===== src/rtl/io_port_responder.sv =====
// Device-side I/O port responder: CPU writes feed a TX FIFO to the device, device words fill an RX FIFO read by the CPU.
// Optional feature macro IO_STICKY_ERR_EN enables sticky overflow/underflow flags in the status word.
module io_port_responder #(
    parameter int DEPTH_LOG2 = 2
) (
    input  logic        clk,
    input  logic        rst,
    input  logic        io_sel,
    input  logic        io_write_en,
    input  logic [15:0] io_write_data,
    input  logic        io_read_en,
    output logic [15:0] io_read_data,
    output logic [15:0] dev_tx_data,
    output logic        dev_tx_valid,
    input  logic        dev_tx_ready,
    input  logic [15:0] dev_rx_data,
    input  logic        dev_rx_valid,
    output logic        dev_rx_ready
);

    // Handshakes: a word moves on a posedge where valid and ready are both high;
    // valid never waits on ready, and data is held while valid is high and ready low.

    localparam int DEPTH = 1 << DEPTH_LOG2;
    localparam int CW    = DEPTH_LOG2 + 1;
    localparam logic [CW-1:0] DEPTH_C = CW'(DEPTH);

    logic [15:0]           tx_mem_q [DEPTH];
    logic [15:0]           rx_mem_q [DEPTH];
    logic [DEPTH_LOG2-1:0] tx_wr_ptr_q, tx_wr_ptr_d, tx_rd_ptr_q, tx_rd_ptr_d;
    logic [DEPTH_LOG2-1:0] rx_wr_ptr_q, rx_wr_ptr_d, rx_rd_ptr_q, rx_rd_ptr_d;
    logic [CW-1:0]         tx_count_q, tx_count_d, rx_count_q, rx_count_d;

    logic tx_empty, tx_full, rx_empty, rx_full;
    logic tx_push, tx_pop, rx_push, rx_pop;
    logic ovf, unf;

    assign tx_empty = (tx_count_q == '0);
    assign tx_full  = (tx_count_q == DEPTH_C);
    assign rx_empty = (rx_count_q == '0);
    assign rx_full  = (rx_count_q == DEPTH_C);

    assign dev_tx_valid = !tx_empty;
    assign dev_tx_data  = tx_mem_q[tx_rd_ptr_q];
    assign dev_rx_ready = !rst && !rx_full;

    // A full TX FIFO still takes a write when the head leaves in the same cycle.
    assign tx_pop  = dev_tx_valid && dev_tx_ready;
    assign tx_push = io_write_en && !io_sel && (!tx_full || tx_pop);
    assign rx_push = dev_rx_valid && dev_rx_ready;
    assign rx_pop  = io_read_en && !io_sel && !rx_empty;

    always_comb begin
        tx_wr_ptr_d = tx_wr_ptr_q;
        tx_rd_ptr_d = tx_rd_ptr_q;
        tx_count_d  = tx_count_q;
        rx_wr_ptr_d = rx_wr_ptr_q;
        rx_rd_ptr_d = rx_rd_ptr_q;
        rx_count_d  = rx_count_q;
        if (tx_push) tx_wr_ptr_d = tx_wr_ptr_q + 1'b1;
        if (tx_pop)  tx_rd_ptr_d = tx_rd_ptr_q + 1'b1;
        if (tx_push && !tx_pop) tx_count_d = tx_count_q + 1'b1;
        if (!tx_push && tx_pop) tx_count_d = tx_count_q - 1'b1;
        if (rx_push) rx_wr_ptr_d = rx_wr_ptr_q + 1'b1;
        if (rx_pop)  rx_rd_ptr_d = rx_rd_ptr_q + 1'b1;
        if (rx_push && !rx_pop) rx_count_d = rx_count_q + 1'b1;
        if (!rx_push && rx_pop) rx_count_d = rx_count_q - 1'b1;
    end

    always_ff @(posedge clk) begin
        if (rst) begin
            tx_wr_ptr_q <= '0;
            tx_rd_ptr_q <= '0;
            tx_count_q  <= '0;
            rx_wr_ptr_q <= '0;
            rx_rd_ptr_q <= '0;
            rx_count_q  <= '0;
        end else begin
            tx_wr_ptr_q <= tx_wr_ptr_d;
            tx_rd_ptr_q <= tx_rd_ptr_d;
            tx_count_q  <= tx_count_d;
            rx_wr_ptr_q <= rx_wr_ptr_d;
            rx_rd_ptr_q <= rx_rd_ptr_d;
            rx_count_q  <= rx_count_d;
        end
    end

    // Storage needs no reset; the counts alone decide what is valid.
    always_ff @(posedge clk) begin
        if (!rst && tx_push) tx_mem_q[tx_wr_ptr_q] <= io_write_data;
        if (!rst && rx_push) rx_mem_q[rx_wr_ptr_q] <= dev_rx_data;
    end

`ifdef IO_STICKY_ERR_EN
    logic ovf_q, ovf_d, unf_q, unf_d;
    logic err_clr;

    assign err_clr = io_write_en && io_sel && io_write_data[0];

    always_comb begin
        ovf_d = err_clr ? 1'b0 : ovf_q;
        unf_d = err_clr ? 1'b0 : unf_q;
        if (io_write_en && !io_sel && !tx_push) ovf_d = 1'b1;
        if (io_read_en && !io_sel && rx_empty)  unf_d = 1'b1;
    end

    always_ff @(posedge clk) begin
        if (rst) begin
            ovf_q <= 1'b0;
            unf_q <= 1'b0;
        end else begin
            ovf_q <= ovf_d;
            unf_q <= unf_d;
        end
    end

    assign ovf = ovf_q;
    assign unf = unf_q;
`else
    assign ovf = 1'b0;
    assign unf = 1'b0;
`endif

    logic [15:0] status;
    assign status = {2'b00, unf, ovf, 4'(tx_count_q), 4'(rx_count_q),
                     tx_full, tx_empty, rx_full, rx_empty};

    always_comb begin
        io_read_data = 16'h0000;
        if (!rst && io_read_en) begin
            if (io_sel)         io_read_data = status;
            else if (!rx_empty) io_read_data = rx_mem_q[rx_rd_ptr_q];
        end
    end

endmodule


===== config.mk =====
export PLATFORM = sky130hd
export DESIGN_NAME = io_port_responder
export DESIGN_NICKNAME = d
export VERILOG_FILES = /design/src/rtl/io_port_responder.sv
export SDC_FILE = /design/constraint.sdc
export NUM_CORES = 1
export LEC_CHECK = 0
export ABC_AREA = 1
export CORE_ASPECT_RATIO = 0.8
export CORE_UTILIZATION = 55
export DETAILED_ROUTE_END_ITERATION = 7
export DONT_BUFFER_PORTS = 1
export PLACE_DENSITY = 0.7
export SLEW_MARGIN = 20
export SYNTH_ARGS = -nofsm -noshare
export SYNTH_HDL_FRONTEND = slang
export SYNTH_SLANG_ARGS = --single-unit

===== constraint.sdc =====
create_clock -name clk -period 6.1 [get_ports clk]
set_input_delay 1.22 -clock clk [delete_from_list [all_inputs] [get_ports clk]]
set_output_delay 1.22 -clock clk [all_outputs]
set_load 0.01 [all_outputs]

==> results.md <==
* Leading area contributor after synthesis: sky130_fd_sc_hd__edfxtp_1
* Worst Hold Margin at around 470 ps
* Max Freq at between 0.3 and 0.4 GHz
* Fraction of layout cells with a size suffix above 1 at about an eighth
* TritonCTS clock tree: done
* Post-route fraction of the period consumed by the critical path at a little over half
* Count leader, synth: sky130_fd_sc_hd__edfxtp_1
* Primary flip-flop cell chosen by synthesis mapping: sky130_fd_sc_hd__edfxtp_1
* Proportion of netlist area held by the largest area contributor at about two thirds
* Most used routing layer: met2
* Final antenna-violating net count at 0
* Pin count of the biggest net entering global routing at 34
* Final HPWL DP at between 7000 and 8000 µm
* Critical path capture point type: output pin
* Placed instance count at a little over 600
* # rows at 33
* GRT met3 Usage at 7.49%
* Number of standard cells in the final layout excluding fillers at 641
* Final routed wire length divided by cell count at 17.8 µm
* Critical path, cell by cell: buf_4, inv_2, o21ai_0, o22ai_1, nand2_1, a21oi_1
* Diodes inserted at 0
* Setup repair bufs after CTS at 0
* Finish-stage setup viols at 0
* Commonest cells in the netlist: 128 x sky130_fd_sc_hd__edfxtp_1, 89 x sky130_fd_sc_hd__nor2_1, 47 x sky130_fd_sc_hd__o21ai_1, 30 x sky130_fd_sc_hd__nand2_1, 28 x sky130_fd_sc_hd__a21oi_1
* Worst setup skew after layout at about 9.6 ps
* Leakage at 2.29 nW
* Area of the placeable core at approximately 10000 µm²
* Final max-slew violation count at 0
* Clock slew at reported path FFs at approximately 60 ps
* Worst slew slack as a fraction of its limit at approximately 35%
* Post-Synthesis Cells at 481
* Final critical path time including I/O delays and setup at ~3300 ps
* Remaining Overflow, GRT at 0
* Die Outline Area at about 11000 µm²
* Number of warnings issued by yosys at 0
* Hold/Removal Path Class: register to register
* CTS Buffer Depth at 2
* Final hold violations at 0
* Pre-CTS setup slack at ~2900 ps
* Clock root buffer master: sky130_fd_sc_hd__clkbuf_16
* Result of the run: complete, no violations
* Post-cts sizing count at 0
* Synthesized Nets at ~530
* Met1 Resource Use GR at between 20% and 30%
* Worst-case setup margin in the final layout at 2790 ps
* Global-route wire length before repair at about 18000 µm
* Number of H-tree levels at 4
* Combined global-route utilization of all metal layers at 22.1%
* Number of violations reported at the end of detailed-routing iteration 0 at around 440
* Area contributors post-synth: sky130_fd_sc_hd__edfxtp_1 65%, sky130_fd_sc_hd__dfxtp_1 6.1%, sky130_fd_sc_hd__nor2_1 5.7%
* Number of vias after detailed routing at 3568
* Number of library cell types mapped by synthesis at 27
* Top-level I/O count at between 70 and 80
* Max-cap violations at 0
* Placer Congestion at approximately 0.85
* Area growth from synthesis to layout at 13.7%
* Count of input and output buffers at 0
* CP max-delay cell: sky130_fd_sc_hd__inv_2
* Synthesis-stage register bit count at 146
* Starting utilization of the core area at between 50% and 60%
* Number of fill cells in the layout at just under 800
* Final routed DRC violation total at 0
* Peak supply drop at approximately 0.23 mV
* Worst hold path startpoint: rx_rd_ptr_q[1]
* Sort of element at the start of the critical path: register
* Setup repair after global routing missed its margin: no
* Slew at the pin closest to its max-slew limit at between 900 and 1000 ps
* Synth Area per Inst at around 12 µm²
* Arrival time of the worst setup path at around 2100 ps
* Total clock buffers created by CTS at 17
* Ys async rst share at 0%
* Clock sinks at roughly 150
* Number of vias per cell after detailed routing at around 5.6
* Total Nets Final at 538
* Die H at approximately 95 µm
* Sequential fraction of the synthesis area at between 70% and 80%
* Initial antenna violation count at 0
* Pre-Repair DR Iteration Count at 5
* Maximum fanout along the worst path at 33
* Detailed Route WL at ~11000 µm
* Post-route core utilization at around two thirds
* Start of the worst register-to-register path: rx_count_q[1]
* Post-synthesis cell area at roughly 5900 µm²
* Number of enable flip-flop cells after synthesis at around 130
* Number of hold buffers added after CTS at 0
* Worst-Skew Late Latency at ~410 ps
* Sum of negative setup slack at 0 ps
* Classification of the worst setup path: register to output pin
* Global routing met2 resource utilization at about a third
* Power per cell area at 385 nW/µm²
* Required time of the worst setup path at around 4900 ps
* Via count of the first global-routing pass at around 3400
* Horizontal extent of the die at 118 µm
* Slowest cell delay on critical path at 460 ps
## critical path, delay by kind of cell, from the launching register on
kind            cells  cell delay, ps
buf+inv             2             690
compound gates      3             590
flops               1             290
simple gates        1             100
## cell usage in the layout, fill, tap and decap left out, types with 6 or more instances in the layout
master / instances
sky130_fd_sc_hd__inv_1: 23
sky130_fd_sc_hd__bufinv_16: 6
sky130_fd_sc_hd__clkbuf_16: 17
sky130_fd_sc_hd__buf_4: 6
sky130_fd_sc_hd__nand2_1: 30
sky130_fd_sc_hd__a21oi_1: 28
sky130_fd_sc_hd__nor2_1: 85
sky130_fd_sc_hd__ha_1: 9
sky130_fd_sc_hd__nand3_1: 6
sky130_fd_sc_hd__o21ai_0: 27
sky130_fd_sc_hd__nor2_2: 6
sky130_fd_sc_hd__o22ai_1: 26
sky130_fd_sc_hd__o21ai_1: 47
sky130_fd_sc_hd__inv_2: 10
sky130_fd_sc_hd__dfxtp_1: 18
sky130_fd_sc_hd__edfxtp_1: 128
## final cells by class
type,instances,area [µm²],area share (%)
timing repair buffer,6,45.0,0.672
inverter,33,124,1.85
clock buffer,17,425,6.34
sequential,146,4200,62.7
multi-input combinational,284,1490,22.3
tap,140,175,2.61
clock inverter,15,239,3.56
## power breakdown
part	switching (W)	leakage, nW	internal [W]
logic	0.000205	0.668	0.0000807
clock network	0.000384	0.316	0.000763
registers	0.0000265	1.31	0.00112
## routing by layer
metal  part of all wire (%)  wire length (µm)  up-vias
li1                       -                 -     1733
met3                    7.3               835        5
met4                   0.52                60        0
met5                      0                 0        -
met2                     47              5380       92
met1                     45              5160     1738
## registers in the layout, indices dropped and copies added (netlist names), named ones only
| signal | count |
|---|---|
| rx_mem_q | 64 |
| tx_rd_ptr_q | 2 |
| tx_mem_q | 64 |
| tx_count_q | 3 |
| rx_count_q | 3 |
| tx_wr_ptr_q | 2 |
| rx_rd_ptr_q | 2 |
| rx_wr_ptr_q | 2 |
## path summary, 6_finish.rpt
| path | end | slack [ps] | depth (start not counted) |
|---|---|---|---|
| worst max-delay path | io_read_data[1] | 2790 | 6 |
| worst min-delay path | register | 470 | 2 |
| worst max register to register | rx_mem_q[1][3] | 3930 | 4 |
| worst min register to register | register | 470 | 2 |
## kinds of logic (layout without fill, tap and decap cells)
family	Yosys count	count (layout)	share of synthesized area, %
AOI/OAI and AO/OA	130	130	11.8
adders and majority gates	11	11	2.59
DFF	146	146	71.3
and+or+nand+nor	143	143	10.7
buffers and inverters	51	71	3.54
## per-stage QoR
step	cell area, µm²	power, W
floorplan	5900	0.00139
global placement	6040	0.00145
detailed placement	6040	0.00146
CTS	6710	0.00260
global route	6710	0.00268
finish	6710	0.00258
Note: power is estimated with default switching activity, not from simulation.
